[config.mk]
export PLATFORM = sky130hd
export DESIGN_NAME = clk_en_scheduler
export DESIGN_NICKNAME = d
export VERILOG_FILES = /design/src/rtl/clk_en_scheduler.sv
export SDC_FILE = /design/constraint.sdc
export NUM_CORES = 1
export LEC_CHECK = 0
export BUFFER_PORTS_ARGS = -buffer_cell sky130_fd_sc_hd__buf_2
export CORE_MARGIN = 3
export CORE_UTILIZATION = 55
export CTS_BUF_LIST = sky130_fd_sc_hd__clkbuf_4 sky130_fd_sc_hd__clkbuf_8 sky130_fd_sc_hd__clkbuf_16
export DETAILED_ROUTE_END_ITERATION = 16
export GPL_ROUTABILITY_DRIVEN = 1
export HOLD_SLACK_MARGIN = 0.05
export PLACE_DENSITY = 0.76
export SLEW_MARGIN = 40
export SYNTH_ARGS = -nofsm -noshare
export SYNTH_HDL_FRONTEND = slang
export SYNTH_SLANG_ARGS = --single-unit
[constraint.sdc]
create_clock -name clk -period 6.3 [get_ports clk]
set_input_delay 1.575 -clock clk [delete_from_list [all_inputs] [get_ports clk]]
set_output_delay 1.575 -clock clk [all_outputs]
set_load 0.05 [all_outputs]
[src/rtl/clk_en_scheduler.sv]
// Shared clock-enable scheduler: one base-tick prescaler feeding
// NUM_CH independent programmable divide-by-N enable strobes.
module clk_en_scheduler #(
   parameter  int PRESCALE = 16,
   parameter  int NUM_CH   = 4,
   parameter  int CNT_W    = 16,
   localparam int CH_W     = (NUM_CH > 1) ? $clog2(NUM_CH) : 1,
   localparam int PRE_W    = $clog2(PRESCALE)
) (
   input  logic              clk,
   input  logic              rst,
   input  logic              cfg_we,
   input  logic [CH_W-1:0]   cfg_ch,
   input  logic              cfg_en,
   input  logic [CNT_W-1:0]  cfg_div,
   output logic              base_tick,
   output logic [NUM_CH-1:0] tick,
   output logic [NUM_CH-1:0] ch_active,
   output logic [NUM_CH-1:0] ch_pend
);

   typedef enum logic {DISABLED, RUN} ch_state_e;

   logic [PRE_W-1:0]  pre_cnt_q, pre_cnt_d;
   logic              bt;
   logic              base_tick_q;
   ch_state_e         state_q [NUM_CH];
   ch_state_e         state_d [NUM_CH];
   logic [CNT_W-1:0]  cnt_q   [NUM_CH];
   logic [CNT_W-1:0]  cnt_d   [NUM_CH];
   logic [CNT_W-1:0]  div_q   [NUM_CH];
   logic [CNT_W-1:0]  div_d   [NUM_CH];
   logic [CNT_W-1:0]  pdiv_q  [NUM_CH];
   logic [CNT_W-1:0]  pdiv_d  [NUM_CH];
   logic [NUM_CH-1:0] pend_q, pend_d;
   logic [NUM_CH-1:0] tick_q, tick_d;
   logic [NUM_CH-1:0] hit;
   logic              wr_on;

   assign bt    = (pre_cnt_q == PRE_W'(PRESCALE - 1));
   assign wr_on = cfg_en && (cfg_div != '0);

   always_comb begin
      hit = '0;
      for (int i = 0; i < NUM_CH; i++) begin
         hit[i] = cfg_we && (cfg_ch == CH_W'(i));
      end
   end

   always_comb begin
      pre_cnt_d = bt ? '0 : pre_cnt_q + 1'b1;
      pend_d    = pend_q;
      tick_d    = '0;
      for (int i = 0; i < NUM_CH; i++) begin
         state_d[i] = state_q[i];
         cnt_d[i]   = cnt_q[i];
         div_d[i]   = div_q[i];
         pdiv_d[i]  = pdiv_q[i];
         if (hit[i] && !wr_on) begin
            state_d[i] = DISABLED;
            cnt_d[i]   = '0;
            pend_d[i]  = 1'b0;
         end else begin
            unique case (state_q[i])
               DISABLED: begin
                  if (hit[i]) begin
                     state_d[i] = RUN;
                     div_d[i]   = cfg_div;
                     cnt_d[i]   = cfg_div - 1'b1;
                     pend_d[i]  = 1'b0;
                  end
               end
               RUN: begin
                  if (bt && cnt_q[i] == '0) begin
                     tick_d[i] = 1'b1;
                     // a write landing on the reload edge bypasses pend
                     if (hit[i]) begin
                        div_d[i]  = cfg_div;
                        cnt_d[i]  = cfg_div - 1'b1;
                        pend_d[i] = 1'b0;
                     end else if (pend_q[i]) begin
                        div_d[i]  = pdiv_q[i];
                        cnt_d[i]  = pdiv_q[i] - 1'b1;
                        pend_d[i] = 1'b0;
                     end else begin
                        cnt_d[i] = div_q[i] - 1'b1;
                     end
                  end else begin
                     if (bt) cnt_d[i] = cnt_q[i] - 1'b1;
                     if (hit[i]) begin
                        pdiv_d[i] = cfg_div;
                        pend_d[i] = 1'b1;
                     end
                  end
               end
            endcase
         end
      end
   end

   always_ff @(posedge clk or negedge rst) begin
      if (!rst) begin
         pre_cnt_q   <= '0;
         base_tick_q <= 1'b0;
         tick_q      <= '0;
         pend_q      <= '0;
         for (int i = 0; i < NUM_CH; i++) begin
            state_q[i] <= DISABLED;
            cnt_q[i]   <= '0;
            div_q[i]   <= '0;
            pdiv_q[i]  <= '0;
         end
      end else begin
         pre_cnt_q   <= pre_cnt_d;
         base_tick_q <= bt;
         tick_q      <= tick_d;
         pend_q      <= pend_d;
         for (int i = 0; i < NUM_CH; i++) begin
            state_q[i] <= state_d[i];
            cnt_q[i]   <= cnt_d[i];
            div_q[i]   <= div_d[i];
            pdiv_q[i]  <= pdiv_d[i];
         end
      end
   end

   always_comb begin
      ch_active = '0;
      for (int i = 0; i < NUM_CH; i++) begin
         ch_active[i] = (state_q[i] == RUN);
      end
   end

   assign base_tick = base_tick_q;
   assign tick      = tick_q;
   assign ch_pend   = pend_q;

endmodule

==> metrics.txt, run 1 <==
vias in the first global route 12500; Flop pwr share 38.4%; XOR/XNOR share of the synthesized area 6.359%; Max Cap Viol 0; post-CTS setup buffer count 0; Yosys reg bits 209; status complete, no violations; ratio of final minimum period to clock period 66.47%; combinational share of power 35.1%; Top FF cell, synth dfrtp_1; min Tclk post-route 4.188 ns; normalized max-slew margin 38.28%; gr usage total 31.20%; hpwl dp 30600 um; sw frac 38.88%; RSZ-0062 raised after global routing false; layout cells sized above 1 12.52%; reg2reg end cnt_q[12]; yosys warns 0; Netlist cell types 89; net count after synthesis 1639; Post-synth ARST share 100.0%; Yosys top cell by area dfrtp_1; critical path launch point type primary input; area delta synth->final 10.70%; Critical Path End cnt_q[39]; die height 166.6 um; simple-gate share of the synthesized area 20.53%; r2r setup slk 2.77 ns; Core Area 25250 um^2; post-CTS resize count 0; initial antenna violation count 1; worst-path fanout max 15; Antenna Cells 0; top post-synthesis cells by area dfrtp_1, mux2i_1, nand2_1, mux2_2, xnor2_1; FP Rows 58; Setup crit start cfg_div[9]; clk slew on worst S/H paths 0.06 ns; synthesized-area fraction occupied by adder cells 1.323%; WL final 44820 um; fmax 238.8 MHz; Final Hold Vio Count 0; initial drt markers 1863; worst vdd ir 0.2749 mV; final net count 1634; clock share of power 26.5%; I/O Pins 35; Mapped Cells 1602; die footprint 27760 um^2; effective utilization at floorplan 56.17%; Min-Delay Path Class flip-flop to flip-flop; H-tree levels 1; P_leak 6.417 nW; CP Data Required Time 6.68 ns; cell-internal power 3.666 mW; share of Yosys cell area claimed by the top area cell type 36.87%; post-synthesis sequential area ratio 36.87%; total chip power 5.997 mW; Layout fillers 2123; largest net degree at the start of global routing 109; Post-DRT Antenna Nets 0; switching power 2.332 mW; Worst Reg-to-Reg Cells 9; global route total overflow 0; largest family of logic cells by synthesized area simple AND/OR/NAND/NOR gates; drt pass-1 iters 6; Num CTS Buffers 24; Mapped Area 14190 um^2; max-slew violations 0; final setup TNS 0 ns; worst-margin pin slew 0.9192 ns; first-pass GRT wire length 70470 um; clk sink count 209; Root Driver clkbuf_16; GPL Wtd Cong 1.002; I/O Buffers 34; cts hold-fix bufs 0; power per cell area 381.9 nW/um^2; residual DRC count 0; clk buf depth 3; vias per inst 6.837; vias post-DR 13292; syn avg cell area 8.855 um^2; EDFF count, synth 0; CP endpoint kind flip-flop; multiplexer share of the synthesized area 13.47%; width of the die 166.6 um; critical path type primary input to flip-flop; CTS tree done; WP data arrival 4.57 ns; Final setup viols 0; Critical R2R Launch ch_pend[3]; clock latency on the worst-skew pair 0.54 ns; drt wl/cell 23.06 um; Synth Area in Compound Gates 17.80%; Setup Skew 0.01712 ns
-- cell usage after synthesis (10+ instances only) --
| cell | n |
|---|---|
| nand3_1 | 45 |
| buf_2 | 12 |
| inv_1 | 29 |
| a211oi_1 | 15 |
| nor2_1 | 107 |
| nand4_1 | 28 |
| nor3_1 | 70 |
| nor4_1 | 35 |
| xnor2_1 | 53 |
| clkbuf_1 | 82 |
| a21oi_1 | 79 |
| xor2_1 | 50 |
| or4_1 | 11 |
| dfrtp_1 | 209 |
| or3_1 | 15 |
| mux2_1 | 27 |
| o31ai_1 | 26 |
| mux2_2 | 44 |
| o21ai_0 | 82 |
| a22oi_1 | 10 |
| nor4b_1 | 11 |
| a31oi_1 | 13 |
| o221ai_1 | 10 |
| o21ai_1 | 58 |
| mux2i_1 | 111 |
| nor3b_1 | 16 |
| nand2_1 | 160 |
| ha_1 | 15 |
-- flip-flops by register name, summed over array words and instances, names as in the netlist --
register	flops
base_tick	1
ch_active	4
ch_pend	4
cnt_q	64
div_q	64
pdiv_q	64
pre_cnt_q	4
tick	4
-- metrics by stage --
| step | worst slack (ns) | instance area [um^2] | utilization, % | hold WS (ns) | std cells |
|---|---|---|---|---|---|
| 5_1_grt | 2.007 | 15700 | 62.18 | 0.5088 | 1944 |
| 2_1_floorplan | 2.215 | 14190 | - | 0.4549 | 1602 |
| 6_report | 2.112 | 15700 | 62.18 | 0.4839 | 1944 |
| 3_5_place_dp | 1.628 | 14740 | 58.37 | 0.4752 | 1899 |
| 4_1_cts | 2.228 | 15640 | 61.93 | 0.4885 | 1942 |
| 3_3_place_gp | 1.721 | 14660 | 58.04 | 0.4674 | 1896 |
-- metal layers --
layer,vias to the layer above,track usage (%),share of wire (%)
li1,5944,-,-
met1,6430,44.67,42
met2,766,47.73,44
met3,150,5.887,10
met4,2,10.98,4.0
met5,-,0,0.029
-- cells by family after synthesis --
group                      Yosys count
muxes                              182
xor gates and xnor gates           103
adders and majority gates           15
and+or+nand+nor                    565
DFF                                209
AOI/OAI and AO/OA                  395
buffers and inverters              133
-- cell usage in the layout, fill, tap and decap left out, drive strengths merged, types with 11 or more instances in the layout --
master / netlist / layout
a31oi: 13 / 13
or4: 12 / 12
o21ai: 141 / 141
dfrtp: 209 / 209
xor2: 50 / 50
xnor2: 53 / 53
ha: 15 / 15
nor4b: 11 / 11
nand4: 28 / 28
clkbuf: 82 / 32
mux2: 71 / 71
buf: 20 / 71
nand2: 160 / 160
a211oi: 15 / 15
nor3: 72 / 72
or3: 15 / 15
o31ai: 27 / 27
nand3: 45 / 45
nor3b: 17 / 17
nor4: 38 / 38
nor2: 107 / 107
mux2i: 111 / 111
inv: 29 / 29
a21oi: 79 / 79
-- area by class of cell --
class | instances | area [um^2] | share of cell area, %
timing repair buffer | 71 | 481.7 | 3.067
tap | 330 | 412.9 | 2.629
sequential | 209 | 5230 | 33.30
multi-input combinational | 1260 | 8564 | 54.54
inverter | 31 | 116.4 | 0.7410
clock buffer | 32 | 715.7 | 4.557
clock inverter | 11 | 182.7 | 1.163
-- power by group through the flow --
stage	Clock [mW]	Sequential, mW	Combinational, mW
finish	1.59	2.30	2.10
global route	1.64	2.36	2.32
CTS	1.60	2.28	2.06
detailed placement	0	2.30	2.05
global placement	0	2.27	1.99
floorplan	0	2.16	1.59
-- how the worst min path moves through the flow --
stage	slack, ns	end	startpoint	cells past startpoint
after floorplan	0.45	div_q[14]	div_q[14]	2
after global placement	0.47	div_q[14]	div_q[14]	2
after detailed placement	0.48	div_q[47]	div_q[47]	2
after CTS	0.49	div_q[47]	div_q[47]	2
after global routing	0.51	div_q[47]	div_q[47]	2
final	0.48	div_q[47]	div_q[47]	2
-- critical path, stage by stage --
cell      delay, ns
buf_2          0.25
nor4_2         0.63
nand4_1        0.54
nand2_1        0.78
nand2_1        0.43
o211ai_1       0.20
o221ai_1       0.14
Note: power is estimated with default switching activity, not from simulation.
==> run 2, diff against run 1 <==
Settings changed: ABC_AREA set to 1, PLACE_DENSITY 0.76 to 0.75.
Clock period 6.3 ns to 3.9 ns, I/O delays scaled along.
==> run 2 against run 1 <==
  * Synthesized area rose by 1.1%
  * Global-route usage rose by 2.8 points
  * Hold slack got worse by 0.073 ns
  * Sequential share of layout area is 0.14 points higher
  * Core utilization down 0.59 points
  * Critical path type is now flip-flop to flip-flop
  * Largest cell class unchanged
==> metrics.txt, run 2 <==
area delta synth->final 9.044% (was 10.70%); final net count 2202 (was 1634); P_leak 7.719 nW (was 6.417 nW); multiplexer share of the synthesized area 0.06977% (was 13.47%); max-slew violations 0 (unchanged); Root Driver clkbuf_16 (unchanged); Final Hold Vio Count 0 (unchanged); total chip power 10.70 mW (was 5.997 mW); final setup TNS 0 ns (unchanged); yosys warns 0 (unchanged); CP endpoint kind flip-flop (unchanged); worst-margin pin slew 0.9198 ns (was 0.9192 ns); cts hold-fix bufs 0 (unchanged); Netlist cell types 59 (was 89); final instance area 15640 um^2 (was 15700 um^2); simple-gate share of the synthesized area 33.56% (was 20.53%); Post-DRT Antenna Nets 0 (unchanged); clk slew on worst S/H paths 0.06 ns (about the same); worst-path fanout max 17 (was 15); critical path type flip-flop to flip-flop (was primary input to flip-flop); Antenna Cells 0 (unchanged); I/O Pins 35 (unchanged); Layout fillers 2430 (was 2123); Top FF cell, synth dfrtp_1 (unchanged); width of the die 167.5 um (was 166.6 um); Final setup viols 0 (unchanged); vias in the first global route 13282 (was 12500); synthesized-area fraction occupied by adder cells 1.308% (was 1.323%); EDFF count, synth 0 (unchanged); top flop regs cnt_q: 64 flops, div_q: 64 flops, pdiv_q: 64 flops (unchanged); drt pass-1 iters 6 (unchanged); top post-synthesis cells by area dfrtp_1, nand2_1, o21ai_0, nor2_1, inv_1 (was dfrtp_1, mux2i_1, nand2_1, mux2_2, xnor2_1); clk sink count 209 (unchanged); clk buf depth 3 (unchanged); clock latency on the worst-skew pair 0.55 ns (was 0.54 ns); power per cell area 683.9 nW/um^2 (was 381.9 nW/um^2); H-tree levels 1 (unchanged); share of Yosys cell area claimed by the top area cell type 36.46% (was 36.87%); FP Rows 58 (unchanged); Setup Skew 0.01477 ns (was 0.01712 ns); worst setup slack after layout 0.9806 ns (was 2.112 ns); CTS tree done (unchanged); RSZ-0062 raised after global routing false (unchanged); ratio of final minimum period to clock period 74.86%; global route total overflow 0 (unchanged); most frequent cells in the layout nand2_1, o21ai_0, nor2_1, inv_1, dfrtp_1 (was dfrtp_1, nand2_1, mux2i_1, nor2_1, o21ai_0); vias per inst 5.856 (was 6.837); Max Cap Viol 0 (unchanged); Yosys top cell by area dfrtp_1 (unchanged); most common cell after layout, fill and taps aside nand2_1 (was dfrtp_1); Mapped Area 14350 um^2 (was 14190 um^2); WL final 48310 um (was 44820 um); initial drt markers 1925 (was 1863); post-CTS resize count 0 (unchanged); CP Data Required Time 4.38 ns (was 6.68 ns); normalized max-slew margin 38.03% (was 38.28%); Yosys reg bits 209 (unchanged); I/O Buffers 34 (unchanged); most common cell in the netlist nand2_1 (was dfrtp_1); gr usage total 34.03% (was 31.20%); layout cells sized above 1 8.887% (was 12.52%); critical path launch point type flip-flop (was primary input); Min-Delay Path Class primary input to async pin (was flip-flop to flip-flop); GPL Wtd Cong 1.007 (was 1.002); vias post-DR 14716 (was 13292); XOR/XNOR share of the synthesized area 3.471% (was 6.359%); fmax 342.5 MHz; post-CTS setup buffer count 0 (unchanged); first-pass GRT wire length 75840 um (was 70470 um); residual DRC count 0 (unchanged); effective utilization at floorplan 56.48% (was 56.17%); die height 167.5 um (was 166.6 um); min Tclk post-route 2.919 ns; pre-CTS setup slack 0.6732 ns (was 1.628 ns); Worst Reg-to-Reg Cells 13 (was 9); Synth Area in Compound Gates 16.27% (was 17.80%); placed instance area 14750 um^2 (was 14740 um^2); Post-synth ARST share 100.0% (unchanged); worst vdd ir 0.3978 mV (was 0.2749 mV); Mapped Cells 2152 (was 1602); syn avg cell area 6.666 um^2 (was 8.855 um^2); die footprint 28060 um^2 (was 27760 um^2); Post-synth top cells nand2_1, o21ai_0, nor2_1 (was dfrtp_1, nand2_1, mux2i_1); largest net degree at the start of global routing 89 (was 109); net count after synthesis 2189 (was 1639); Core Area 25400 um^2 (was 25250 um^2); WP data arrival 3.40 ns (was 4.57 ns); Num CTS Buffers 26 (was 24); Min Hold Slack 0.4106 ns (was 0.4839 ns); post-layout util 61.59% (was 62.18%); initial antenna violation count 0 (was 1); fin cells 2513 (was 1944); post-synthesis sequential area ratio 36.46% (was 36.87%); hpwl dp 35530 um (was 30600 um); status complete, no violations (unchanged); placed cells 2466 (was 1899); largest family of logic cells by synthesized area simple AND/OR/NAND/NOR gates (unchanged); drt wl/cell 19.22 um (was 23.06 um)
## run 2: cell count changes in the layout (fill, tap and decap cells not counted), sizes merged, moves of 71 or more
cell   delta
o21ai   +160
nand3    +97
mux2     -71
nor2    +123
inv     +202
nand2   +543
mux2i   -110
## run 2: cells by family (layout without fill, tap and decap cells)
| family | after synthesis | count (layout) |
|---|---|---|
| compound gates | 418 | 418 |
| xor+xnor | 56 | 56 |
| fa+ha+maj | 15 | 15 |
| buf+inv | 307 | 338 |
| flops | 209 | 209 |
| mux | 1 | 1 |
| simple gates | 1146 | 1146 |
## run 2: where the power goes
part | internal (mW) | switching (mW) | leakage (nW) | total [mW]
sequential | 2.97 | 0.672 | 2.62 | 3.64
combinational | 1.44 | 3.14 | 4.66 | 4.58
clock | 1.51 | 0.973 | 0.438 | 2.48
## run 2: final timing paths
path | startpoint | end | slack, ns
setup / recovery | ch_pend[0] | cnt_q[52] | 0.98
hold / removal | rst | cnt_q[61] | 0.41
setup reg to reg | ch_pend[0] | cnt_q[52] | 0.98
hold reg to reg | div_q[5] | div_q[5] | 0.48
max in group asynchronous | rst | pdiv_q[31] | 2.68
min in group clk | div_q[5] | div_q[5] | 0.48
## run 2: layer usage
layer,GRT usage [%],up-vias,share of wire (%)
li1,-,6970,-
met1,51.53,6836,44
met2,48.80,797,42
met3,6.870,113,11
met4,11.24,0,3.6
met5,0,-,0
## run 2: critical path, cell delays in order (launching register included)
cell,delay (ns)
dfrtp_1,0.88
inv_2,0.31
nand2_1,0.12
nand2_1,0.05
inv_1,0.13
ha_1,0.22
nand3_1,0.21
inv_1,0.20
a21oi_1,0.08
o21ai_0,0.20
o211ai_1,0.24
nand2_1,0.10
nand2_1,0.05
nand2_1,0.05
## run 2: area by class of cell
type	instances	area, um^2	area share, %
well taps	330	412.9	2.639
flip-flops and latches	209	5233	33.45
repair buffers	58	392.9	2.511
multi-input cells	1636	7848	50.16
inverters	234	883.3	5.647
clock buffers	40	780.7	4.991
clock inverters	6	93.84	0.5999
